$ cat src/rtl/xvc_jtag_shifter_if.sv
// Byte-stream handshakes between the XVC command decoder, the JTAG shift
// engine and the reply packetiser: command, TMS/TDI input and TDO output.
interface xvc_jtag_shifter_if;
  logic        cmd_valid;
  logic        cmd_ready;
  logic [31:0] cmd_num_bits;
  logic        in_valid;
  logic        in_ready;
  logic [7:0]  in_tms;
  logic [7:0]  in_tdi;
  logic        out_valid;
  logic        out_ready;
  logic [7:0]  out_tdo;

  modport master (
    output cmd_valid, cmd_num_bits, in_valid, in_tms, in_tdi, out_ready,
    input  cmd_ready, in_ready, out_valid, out_tdo
  );

  modport slave (
    input  cmd_valid, cmd_num_bits, in_valid, in_tms, in_tdi, out_ready,
    output cmd_ready, in_ready, out_valid, out_tdo
  );
endinterface

$ cat src/rtl/xvc_jtag_shifter.sv
// JTAG shift engine for one XVC "shift:" command: drives TCK/TMS/TDI and packs TDO.
// Define XVC_SHIFTER_LOOPBACK_EN to sample TDO from the driven TDI (bring-up without a target).
module xvc_jtag_shifter #(
  parameter int TCK_DIV = 5
) (
  input  logic                  clock,
  input  logic                  reset,
  xvc_jtag_shifter_if.slave     bus,
  output logic                  jtag_tck,
  output logic                  jtag_tms,
  output logic                  jtag_tdi,
  input  logic                  jtag_tdo,
  output logic                  busy
);

  localparam int CW = $clog2(TCK_DIV);
  localparam logic [CW-1:0] DIV_LAST = CW'(TCK_DIV - 1);

  typedef enum logic [2:0] {
    IDLE,
    LOAD,
    SHIFT_LO,
    SHIFT_HI,
    EMIT,
    DONE
  } state_e;

  state_e        state_q, state_d;
  logic [31:0]   remaining_q, remaining_d;
  logic [2:0]    bit_idx_q, bit_idx_d;
  logic [CW-1:0] div_q, div_d;
  logic [7:0]    tms_sr_q, tms_sr_d;
  logic [7:0]    tdi_sr_q, tdi_sr_d;
  logic [7:0]    tdo_q, tdo_d;
  logic          tck_q, tck_d;
  logic          tms_q, tms_d;
  logic          tdi_q, tdi_d;
  logic          tdo_bit;

`ifdef XVC_SHIFTER_LOOPBACK_EN
  logic unused_tdo;
  assign unused_tdo = jtag_tdo;
  assign tdo_bit    = tdi_q;
`else
  logic tdo_meta_q, tdo_meta_d;
  logic tdo_sync_q, tdo_sync_d;

  always_comb begin
    tdo_meta_d = jtag_tdo;
    tdo_sync_d = tdo_meta_q;
  end

  always_ff @(posedge clock) begin
    if (reset) begin
      tdo_meta_q <= 1'b0;
      tdo_sync_q <= 1'b0;
    end else begin
      tdo_meta_q <= tdo_meta_d;
      tdo_sync_q <= tdo_sync_d;
    end
  end

  assign tdo_bit = tdo_sync_q;
`endif

  always_comb begin
    state_d     = state_q;
    remaining_d = remaining_q;
    bit_idx_d   = bit_idx_q;
    div_d       = div_q;
    tms_sr_d    = tms_sr_q;
    tdi_sr_d    = tdi_sr_q;
    tdo_d       = tdo_q;
    tms_d       = tms_q;
    tdi_d       = tdi_q;

    case (state_q)
      IDLE: begin
        if (bus.cmd_valid) begin
          remaining_d = bus.cmd_num_bits;
          state_d     = (bus.cmd_num_bits != 32'd0) ? LOAD : DONE;
        end
      end
      LOAD: begin
        if (bus.in_valid) begin
          tms_sr_d  = bus.in_tms;
          tdi_sr_d  = bus.in_tdi;
          tms_d     = bus.in_tms[0];
          tdi_d     = bus.in_tdi[0];
          bit_idx_d = 3'd0;
          tdo_d     = 8'h00;
          div_d     = '0;
          state_d   = SHIFT_LO;
        end
      end
      SHIFT_LO: begin
        if (div_q == DIV_LAST) begin
          div_d   = '0;
          state_d = SHIFT_HI;
        end else begin
          div_d = div_q + 1'b1;
        end
      end
      SHIFT_HI: begin
        if (div_q == DIV_LAST) begin
          div_d            = '0;
          tdo_d[bit_idx_q] = tdo_bit;
          if (remaining_q != 32'd0) begin
            remaining_d = remaining_q - 32'd1;
          end
          bit_idx_d = bit_idx_q + 3'd1;
          // Bit index 7 just completed means the byte is full.
          if (remaining_d == 32'd0 || bit_idx_q == 3'd7) begin
            state_d = EMIT;
          end else begin
            tms_sr_d = tms_sr_q >> 1;
            tdi_sr_d = tdi_sr_q >> 1;
            tms_d    = tms_sr_q[1];
            tdi_d    = tdi_sr_q[1];
            state_d  = SHIFT_LO;
          end
        end else begin
          div_d = div_q + 1'b1;
        end
      end
      EMIT: begin
        if (bus.out_ready) begin
          state_d = (remaining_q != 32'd0) ? LOAD : DONE;
        end
      end
      DONE: begin
        state_d = IDLE;
      end
      default: begin
        state_d = IDLE;
      end
    endcase

    // TCK is registered from the next state so the pin is glitch-free.
    tck_d = (state_d == SHIFT_HI);
  end

  always_ff @(posedge clock) begin
    if (reset) begin
      state_q     <= IDLE;
      remaining_q <= 32'd0;
      bit_idx_q   <= 3'd0;
      div_q       <= '0;
      tms_sr_q    <= 8'h00;
      tdi_sr_q    <= 8'h00;
      tdo_q       <= 8'h00;
      tck_q       <= 1'b0;
      tms_q       <= 1'b0;
      tdi_q       <= 1'b0;
    end else begin
      state_q     <= state_d;
      remaining_q <= remaining_d;
      bit_idx_q   <= bit_idx_d;
      div_q       <= div_d;
      tms_sr_q    <= tms_sr_d;
      tdi_sr_q    <= tdi_sr_d;
      tdo_q       <= tdo_d;
      tck_q       <= tck_d;
      tms_q       <= tms_d;
      tdi_q       <= tdi_d;
    end
  end

  assign bus.cmd_ready = (state_q == IDLE) && !reset;
  assign bus.in_ready  = (state_q == LOAD);
  assign bus.out_valid = (state_q == EMIT);
  assign bus.out_tdo   = tdo_q;
  assign jtag_tck      = tck_q;
  assign jtag_tms      = tms_q;
  assign jtag_tdi      = tdi_q;
  assign busy          = (state_q != IDLE);

endmodule

$ cat src/flat_wrapper.sv
// flat-port wrapper written by rule: the top's interface ports become plain ports
module xvc_jtag_shifter_flat 
#(
  parameter int TCK_DIV = 5
)
  (clock, reset, jtag_tck, jtag_tms, jtag_tdi, jtag_tdo, busy, bus_cmd_valid, bus_cmd_num_bits, bus_in_valid, bus_in_tms, bus_in_tdi, bus_out_ready, bus_cmd_ready, bus_in_ready, bus_out_valid, bus_out_tdo);
  xvc_jtag_shifter_if bus_i ();
  input  logic clock;
  input  logic reset;
  output logic jtag_tck;
  output logic jtag_tms;
  output logic jtag_tdi;
  input  logic jtag_tdo;
  output logic busy;
  input wire logic [$bits(bus_i.cmd_valid)-1:0] bus_cmd_valid;
  input wire logic [$bits(bus_i.cmd_num_bits)-1:0] bus_cmd_num_bits;
  input wire logic [$bits(bus_i.in_valid)-1:0] bus_in_valid;
  input wire logic [$bits(bus_i.in_tms)-1:0] bus_in_tms;
  input wire logic [$bits(bus_i.in_tdi)-1:0] bus_in_tdi;
  input wire logic [$bits(bus_i.out_ready)-1:0] bus_out_ready;
  output wire logic [$bits(bus_i.cmd_ready)-1:0] bus_cmd_ready;
  output wire logic [$bits(bus_i.in_ready)-1:0] bus_in_ready;
  output wire logic [$bits(bus_i.out_valid)-1:0] bus_out_valid;
  output wire logic [$bits(bus_i.out_tdo)-1:0] bus_out_tdo;
  assign bus_i.cmd_valid = bus_cmd_valid;
  assign bus_i.cmd_num_bits = bus_cmd_num_bits;
  assign bus_i.in_valid = bus_in_valid;
  assign bus_i.in_tms = bus_in_tms;
  assign bus_i.in_tdi = bus_in_tdi;
  assign bus_i.out_ready = bus_out_ready;
  assign bus_cmd_ready = bus_i.cmd_ready;
  assign bus_in_ready = bus_i.in_ready;
  assign bus_out_valid = bus_i.out_valid;
  assign bus_out_tdo = bus_i.out_tdo;
  xvc_jtag_shifter #(.TCK_DIV(TCK_DIV)) u_core (.clock(clock), .reset(reset), .bus(bus_i), .jtag_tck(jtag_tck), .jtag_tms(jtag_tms), .jtag_tdi(jtag_tdi), .jtag_tdo(jtag_tdo), .busy(busy));
endmodule
$ cat config.mk
export PLATFORM = sky130hd
export DESIGN_NAME = xvc_jtag_shifter_flat
export DESIGN_NICKNAME = d
export VERILOG_FILES = /design/src/rtl/xvc_jtag_shifter_if.sv /design/src/rtl/xvc_jtag_shifter.sv /design/src/flat_wrapper.sv
export SDC_FILE = /design/constraint.sdc
export NUM_CORES = 1
export LEC_CHECK = 0
export BUFFER_PORTS_ARGS = -buffer_cell sky130_fd_sc_hd__clkbuf_2
export CORE_MARGIN = 3
export CORE_UTILIZATION = 45
export CTS_CLUSTER_SIZE = 12
export DETAILED_ROUTE_END_ITERATION = 6
export GPL_ROUTABILITY_DRIVEN = 1
export PLACE_DENSITY = 0.77
export SYNTH_ARGS = -nofsm -noshare
export SYNTH_HDL_FRONTEND = slang
export SYNTH_SLANG_ARGS = --single-unit
$ cat constraint.sdc
create_clock -name clock -period 4.7 [get_ports clock]
set_input_delay 0.47 -clock clock [delete_from_list [all_inputs] [get_ports clock]]
set_output_delay 0.47 -clock clock [all_outputs]
set_load 0.02 [all_outputs]
======== Word level (Yosys, flattened, before mapping) ========
Index checks and enable logic that the tools add are counted.
storage, ports and cells
  flip-flop bits (word level) ............. 70
  input port bits ......................... 54
operators by class
  add/sub/neg operators ................... 3
  $lt $le $gt $ge ......................... 2
  equality and inequality tests ........... 11
  mux-type cells .......................... 42
  reduce and logical (&&, ||, !) cells .... 17
operators with widths
  operator                 count
  $mux W32                 5
  $mux W8                  8
  $pmux W32 S2             1
  $reduce_bool A32 Y1      2
  $pmux W8 S2              3
  $mux W3                  11
  $logic_not A32 Y1        1
  $sub A32 B1 Y32 const B  1
  $pmux W3 S5              1
  $pmux W3 S2              2
  $eq A3 B2 Y1 const B     3
  $eq A3 B3 Y1 const B     3
  $bwmux W8                1
  $mux W1                  7
  $add A3 B1 Y3 const B    2
  $ne A2 B2 Y1 const B     3
  $reduce_and A3 Y1        2
  $reduce_bool A2 Y1       3
  $lt A3 B4 Y1 const B     1
  $pmux W1 S2              2
  $reduce_and A4 Y1        1
  $demux W1 S3             1
  $eq A3 B1 Y1 const B     1
  $ge A3 B1 Y1 const B     1
  other kinds (8)          9

======== Logic depth before layout (Yosys ltp) ========
Gate-level depths: netlist of the first run.
  word-level depth ........................ 10
  depth in mapped cells ................... 12

======== Worst setup path before layout of the first run ========
No wires, ideal clock.
  path type ............................... reg2reg
  start ................................... register u_core.remaining_q[8]
  end ..................................... register u_core.tdi_sr_q[0]
  setup time .............................. 0.121 ns
  data arrival time ....................... 3.320 ns
  required time ........................... 4.579 ns
  path slack .............................. 1.258 ns
  cell stages (with the launch flop) ...... 11
  clock period less this slack ............ 3.442 ns
  cells stage by stage .................... dfxtp_1 > buf_6 > or4_1 > or4_4 > nor3_4 > nor3_2 > a2111oi_4 > or4b_4 > o21ai_4 > buf_12 > mux2_4
between the ends
  word-level cells in the longest chain between the ends .. 8
  elaborated cells on any way between the ends .. 9
  classes of those cells .................. 1 x add/sub; 1 x eq/ne; 3 x mux; 4 x reduce/logical
ends and longest elaborated chain
  what                                                           line                                              source
  from (decl)                                                    xvc_jtag_shifter.sv:29                            logic [31:0] remaining_q, remaining_d;
  from (signal assigned)                                         xvc_jtag_shifter.sv:157                           remaining_q <= remaining_d;
  $sub A32 B1 Y32 / $reduce_bool A32 Y1 (equally long branches)  xvc_jtag_shifter.sv:109, xvc_jtag_shifter.sv:108
  $mux W32 (*)                                                   xvc_jtag_shifter.sv:108                           if (remaining_q != 32'd0) begin
  $mux W32 (*)                                                   xvc_jtag_shifter.sv:105                           if (div_q == DIV_LAST) begin
  $mux W32 (*)                                                   xvc_jtag_shifter.sv:77                            case (state_q)
  $logic_not A32 Y1 (*)                                          xvc_jtag_shifter.sv:113                           if (remaining_d == 32'd0 || bit_idx_q == 3'd7) begin
  $logic_or A1 B1 Y1 (*)                                         xvc_jtag_shifter.sv:113
  $ne A2 B2 Y1 (no line) (*)                                     -
  $reduce_and A4 Y1 (no line) (*)                                -
  to (signal assigned)                                           xvc_jtag_shifter.sv:161                           tdi_sr_q <= tdi_sr_d;
  to (decl)                                                      xvc_jtag_shifter.sv:33                            logic [7:0] tdi_sr_q, tdi_sr_d;
Mark *: on every way between the ends. The rest lies on a longest branch, timed or not. The select of a mux whose other input is x is not followed.
A chain may end at the register's enable or synchronous reset.

======== Final worst setup path of the first run ========
  start ................................... register u_core.remaining_q[0]
  end ..................................... register u_core.tms_sr_q[1]
between the ends
  word-level cells in the longest chain between the ends .. 8
  elaborated cells on any way between the ends .. 9
  classes of those cells .................. 1 x add/sub; 1 x eq/ne; 3 x mux; 4 x reduce/logical
ends and longest elaborated chain
  what                                                           line                                              source
  $sub A32 B1 Y32 / $reduce_bool A32 Y1 (equally long branches)  xvc_jtag_shifter.sv:109, xvc_jtag_shifter.sv:108
  $mux W32 (*)                                                   xvc_jtag_shifter.sv:108
  $mux W32 (*)                                                   xvc_jtag_shifter.sv:105
  $mux W32 (*)                                                   xvc_jtag_shifter.sv:77
  $logic_not A32 Y1 (*)                                          xvc_jtag_shifter.sv:113
  $logic_or A1 B1 Y1 (*)                                         xvc_jtag_shifter.sv:113
  $ne A2 B2 Y1 (no line) (*)                                     -
  $reduce_and A4 Y1 (no line) (*)                                -
  to (signal assigned)                                           xvc_jtag_shifter.sv:160                           tms_sr_q <= tms_sr_d;
  to (decl)                                                      xvc_jtag_shifter.sv:32                            logic [7:0] tms_sr_q, tms_sr_d;
Marked as above.

==> flow_summary.yaml, run 1 <==
floorplanning:
  design.core.area_mm2: 0.00946
  die-width_um: 106
  die_h_um: 106
  dieArea_mm2: 0.0112
  start_util_pct: 47.6
  rows: 35
  ioPinCount: 69
critical_path:
  worstPathCellList: "inv_1, ha_1, nor4b_2, buf_4, nand2_1, a21oi_1, nand3_1, a2111oi_4, or4b_4, o21ai_4, mux2_2"
  worst-path-max-fanout: 13
  worst_path_max_delay_cell: "a21oi_1"
  arrival_ns: 4.35
  cp_slowest_stage_delay_ns: 0.63
  cp-end-kind: "register"
  cp-start-kind: "register"
  critPathRequiredTime_ns: 4.95
  crit_type: "reg2reg"
cts:
  cts_sinks: 68
  cts_tree: "built"
  clk-insertion-delay-late_ns: 0.36
  cts_setup_buffers: 0
  clockBufferDepth: 2
  cts_max_level: 3
  cts_resized: 0
  numCtsBuffers: 9
  cts_hold_buffers: 0
  clk_pin_slew_ns: 0.08
  root_buffer: "clkbuf_8"
sta:
  hold_violations: 0
  fin_setup_tns_ns: 0
  slew_headroom_pct: 41.5
  finalCritPeriodShare_pct: 87.4
  tightest_slew_ns: 0.876
  whs_ns: 0.316
  fin_crit_ns: 4.11
  fmax_mhz: 244
  report.final.slew_viol_count: 0
  fin_skew_ns: 0.00850
  setup_violations: 0
  rsz0062_at_grt: "no"
layout:
  syn_to_final_growth_pct: 12.7
  n_antenna_cell: 0
  drive_gt1_share_pct: 19.3
  fin_util_pct: 53.6
  layout.nets: 706
  stdcell_count: 781
yosys:
  syn_nets: 662
  syn-instance-count: 603
  avgSynthCellArea_um2: 7.46
  synth.cell_area_mm2: 0.00450
  yosysWarnings: 0
  yosys_most_used_dff: "dfxtp_1"
  synth-async-reset-ratio_pct: 0
  ys_types: 72
  seq_area_frac_synth_pct: 30.3
  synth_seq_cells: 68
  synth_edf_count: 0
drt:
  ant_nets: 0
  drt_first_pass_iters: 4
  drt_iter0_drc: 348
  routed_wl_mm: 13.2
  vias_per_cell: 6.02
  drc: 0
  vias: 4705
  wl_per_cell_um: 16.8
pwr:
  peakVddDrop_v: 0.000161
  power_mw: 1.73
  power_leakage_nw: 2.03
  power_density_mw_per_mm2: 341
place:
  io_buffers: 68
  globalplace.congestion: 0.945
  dpl.hpwl_mm: 9.41
  placed_cells: 765
job:
  drv_cap: 0
hold_path:
  hold_path_class: "in2reg"
global_route:
  grt-ovfl-total: 0
  first_global_vias: 4578
  grt.total_usage_pct: 24.0
  grt_pass1_wl_mm: 22.0
  grt_max_degree: 78
  antenna_found_initial: 0
outcome:
  status: "finished, final reports clean"
==> logic make-up (layout without fill, tap and decap cells) <==
logic type                 after synthesis  count (layout)  share of synthesized area, %
DFF                                     68              68                          30.3
and+or+nand+nor                        264             264                          29.8
muxes                                   17              17                          5.03
buffers and inverters                   59             108                          6.01
adders and majority gates                5               5                          1.39
xor gates and xnor gates                 7               7                          1.36
AOI/OAI and AO/OA                      183             183                          26.1
==> metrics by stage <==
stage	cell area [µm²]	setup slack (ns)
2_1_floorplan	4500	1.26
3_3_place_gp	4860	0.791
3_5_place_dp	4860	0.649
4_1_cts	5070	0.632
5_1_grt	5070	0.329
6_report	5070	0.593
==> state kept, by name, indices dropped and copies added (netlist names) <==
| name | cells |
|---|---|
| u_core.bit_idx_q | 3 |
| u_core.state_q | 3 |
| u_core.div_q | 3 |
| u_core.tdi_sr_q | 8 |
| u_core.tdo_bit | 1 |
| u_core.tdo_meta_q | 1 |
| u_core.tms_sr_q | 8 |
| u_core.bus.out_tdo | 8 |
| u_core.jtag_tck | 1 |
| u_core.remaining_q | 32 |
==> critical path, delay by kind of cell (launching register included) <==
family,cells,cell delay [ns]
and+or+nand+nor,4,1.10
adders and majority gates,1,0.26
buffers and inverters,2,0.33
muxes,1,0.41
DFF,1,0.36
AOI/OAI and AO/OA,3,1.53
==> cell usage in the layout, fill, tap and decap left out, drive strengths merged, types with 15 or more instances in the layout <==
| cell | n |
|---|---|
| a21oi | 64 |
| clkbuf | 78 |
| dfxtp | 68 |
| inv | 16 |
| mux2 | 15 |
| nand2 | 76 |
| nand3 | 15 |
| nor2 | 67 |
| nor2b | 20 |
| nor3 | 20 |
| nor4 | 22 |
| o21ai | 41 |
==> final cells by class <==
cell class	count	area (µm²)
multi-input combinational	476	2870
timing repair buffer	77	408
inverter	15	56.3
clock inverter	6	87.6
tap	129	161
sequential	68	1360
clock buffer	10	128
fill	944	4390
==> routing by layer <==
metal  global-route usage (%)  share of wire, %
met4                     9.34               2.7
met5                        0                 0
met2                     39.7                47
met3                     4.31               6.5
met1                     30.9                44
==> power breakdown <==
group	internal [mW]	switching, mW
Sequential	0.615	0.0552
Clock	0.300	0.240
Combinational	0.200	0.320
Total	1.11	0.615
==> Yosys cell counts (all sizes together), types with 3 or more instances <==
master	number	area (µm²)
ha	5	62.6
o31a	4	36.3
a22oi	12	90.1
a21o	4	30.0
nor3	20	116
nand2	76	285
a21oi	64	320
o22ai	4	25.0
and2	5	31.3
nor2	67	251
nor4	22	153
nor2b	20	125
nor3b	3	22.5
buf	11	88.8
a211oi	12	90.1
o41ai	5	43.8
o21ai	41	216
dfxtp	68	1360
o31ai	5	37.5
a2111oi	3	45.1
nand4	7	43.8
o32ai	3	26.3
mux2	15	206
or3	6	47.5
xnor2	3	26.3
inv	15	56.3
or2	3	18.8
xor2	4	35.0
nand3b	5	37.5
clkbuf	33	125
a31oi	4	25.0
or4	3	30.0
nand2b	4	25.0
nand3	15	75.1
o21a	5	37.5
==> worst paths after layout <==
kind / from / end / slack [ns] / cells after the start
worst max-delay path: u_core.remaining_q[0]$_SDFFE_PP0P_ / u_core.tms_sr_q[1]$_SDFFE_PP0P_ / 0.59 / 11
worst min-delay path: jtag_tdo / u_core.tdo_meta_q$_SDFF_PP0_ / 0.32 / 2
worst max register to register: u_core.remaining_q[0]$_SDFFE_PP0P_ / u_core.tms_sr_q[1]$_SDFFE_PP0P_ / 0.59 / 11
worst min register to register: u_core.tdo_meta_q$_SDFF_PP0_ / u_core.tdo_bit$_SDFF_PP0_ / 0.46 / 1
No activity file was read; power rests on OpenSTA's default activity.
==> run 2, diff against run 1 <==
--- a/config.mk
+++ b/config.mk
@@ -11,7 +11,7 @@
 export CTS_CLUSTER_SIZE = 12
 export DETAILED_ROUTE_END_ITERATION = 6
 export GPL_ROUTABILITY_DRIVEN = 1
-export PLACE_DENSITY = 0.77
+export PLACE_DENSITY = 0.79
 export SYNTH_ARGS = -nofsm -noshare
 export SYNTH_HDL_FRONTEND = slang
 export SYNTH_SLANG_ARGS = --single-unit
==> constraint.sdc (replaced) <==
create_clock -name clock -period 3.6 [get_ports clock]
set_input_delay 0.36 -clock clock [delete_from_list [all_inputs] [get_ports clock]]
set_output_delay 0.36 -clock clock [all_outputs]
set_load 0.02 [all_outputs]
==> run 2 against run 1 <==
Routed wire length is 3.4% higher. Total power increased by 34%. Maximum frequency rose by 17%. Cell count grew 3.6%. Non-clock buffer count grew 28. Critical path type unchanged. Largest cell class unchanged. Largest power group unchanged.
==> flow_summary.yaml, run 2 (synthesized netlist as in run 1, its figures left out) <==
outcome:
  status: "finished, final reports clean"
critical_path:
  cp_slowest_stage_delay_ns: 0.56
  critPathRequiredTime_ns: 3.83
  worst-path-max-fanout: 13
  worstPathCellList: "or4_4, or3_4, or3_1, nor3_2, xor2_1, or4b_4, o21ai_4, buf_12, mux2_2"
  crit_type: "reg2reg"
  arrival_ns: 3.75
  path_delay_family: "simple AND/OR/NAND/NOR gates"
  cp-start-kind: "register"
  critPathBufInv: 1
  cp-end-kind: "register"
  worst_path_max_delay_cell: "or4_4"
layout:
  final-seq-area_mm2: 0.00136
  drive_gt1_share_pct: 24.1
  top_register: "u_core.remaining_q"
  final_common_cell: "nand2_1"
  nFillCells: 917
  layout.nets: 734
  largest_register_ffs: 32
  syn_to_final_growth_pct: 19.0
  design_area_mm2: 0.00536
  mostFrequentLayoutCells: "nand2_1, clkbuf_2, nor2_1"
  n_antenna_cell: 0
  multi_input_area_mm2: 0.00295
sta:
  report.final.slew_viol_count: 0
  fmax_mhz: 285
  tightest_slew_ns: 0.819
  finalCritPeriodShare_pct: 97.6
  fin_setup_tns_ns: 0
  fin_skew_ns: 0.0131
  fin_ws_ns: 0.0851
  setup_violations: 0
  slew_headroom_pct: 45.4
  hold_violations: 0
  fin_crit_ns: 3.51
drt:
  vias: 4896
  drt_iter0_drc: 421
  vias_per_cell: 6.05
  routed_wl_mm: 13.6
  ant_nets: 0
  drc: 0
  wl_per_cell_um: 16.8
  drt_first_pass_iters: 5
global_route:
  first_global_vias: 4534
  grt_pass1_wl_mm: 21.8
  grt.total_usage_pct: 23.4
  grt_max_degree: 78
  grt-ovfl-total: 0
  antenna_found_initial: 0
cts:
  cts_max_level: 3
  clk-insertion-delay-late_ns: 0.35
  cts_hold_buffers: 0
  root_buffer: "clkbuf_8"
  clockBufferDepth: 2
  clk_pin_slew_ns: 0.07
  cts_sinks: 68
  cts_tree: "built"
  numCtsBuffers: 9
floorplanning:
  dieArea_mm2: 0.0112
  design.core.area_mm2: 0.00946
  rows: 35
  start_util_pct: 47.6
  ioPinCount: 69
  die_h_um: 106
  die-width_um: 106
hold_path:
  hold_path_class: "in2reg"
pwr:
  peakVddDrop_v: 0.000225
  power_density_mw_per_mm2: 432
  power_mw: 2.32
  power_leakage_nw: 2.17
place:
  dpl_worst_slack_ns: -0.0155
  dpl.hpwl_mm: 9.71
  globalplace.congestion: 0.985
  postPlaceCellArea_mm2: 0.00502
  io_buffers: 68
job:
  drv_cap: 0
[run 2: layer usage]
layer | share of wire [%] | up-vias | GRT usage (%)
met5 | 0 | - | 0
met4 | 3.1 | 0 | 8.70
met3 | 6.7 | 37 | 4.43
met2 | 47 | 221 | 38.6
met1 | 43 | 2310 | 30.5
li1 | - | 2328 | -
[run 2: cell type report]
cell class | count | area share, %
well taps | 129 | 3.01
clock buffers | 13 | 2.78
inverters | 15 | 1.05
flip-flops and latches | 68 | 25.5
multi-input cells | 476 | 55.1
clock inverters | 3 | 0.864
repair buffers | 105 | 11.7
[run 2: timing repair]
action,CTS,global route
pin swaps,0,7
setup endpoints to repair,3,14
setup buffers,0,8
resized for setup,1,15
[run 2: worst paths after layout]
path,slack [ns],endpoint,cells past startpoint,from
max reg2reg,0.09,u_core.tms_sr_q[2]$_SDFFE_PP0P_,9,u_core.remaining_q[13]$_SDFFE_PP0P_
max,0.09,u_core.tms_sr_q[2]$_SDFFE_PP0P_,9,u_core.remaining_q[13]$_SDFFE_PP0P_
min,0.23,u_core.tdo_meta_q$_SDFF_PP0_,2,jtag_tdo
min reg2reg,0.44,u_core.tdo_bit$_SDFF_PP0_,1,u_core.tdo_meta_q$_SDFF_PP0_
[run 2: metrics by stage]
| step | instances | hold slack (ns) | util (%) |
|---|---|---|---|
| 2_1_floorplan | 603 | 0.414 | - |
| 3_3_place_gp | 785 | 0.423 | 53.1 |
| 3_5_place_dp | 785 | 0.422 | 53.1 |
| 4_1_cts | 801 | 0.229 | 55.2 |
| 5_1_grt | 809 | 0.274 | 56.6 |
| 6_report | 809 | 0.228 | 56.6 |
[run 2: report_power, final]
part / total (mW) / switching, mW / internal (mW)
sequential: 0.860 / 0.0573 / 0.803
clock: 0.649 / 0.307 / 0.342
combinational: 0.806 / 0.475 / 0.331
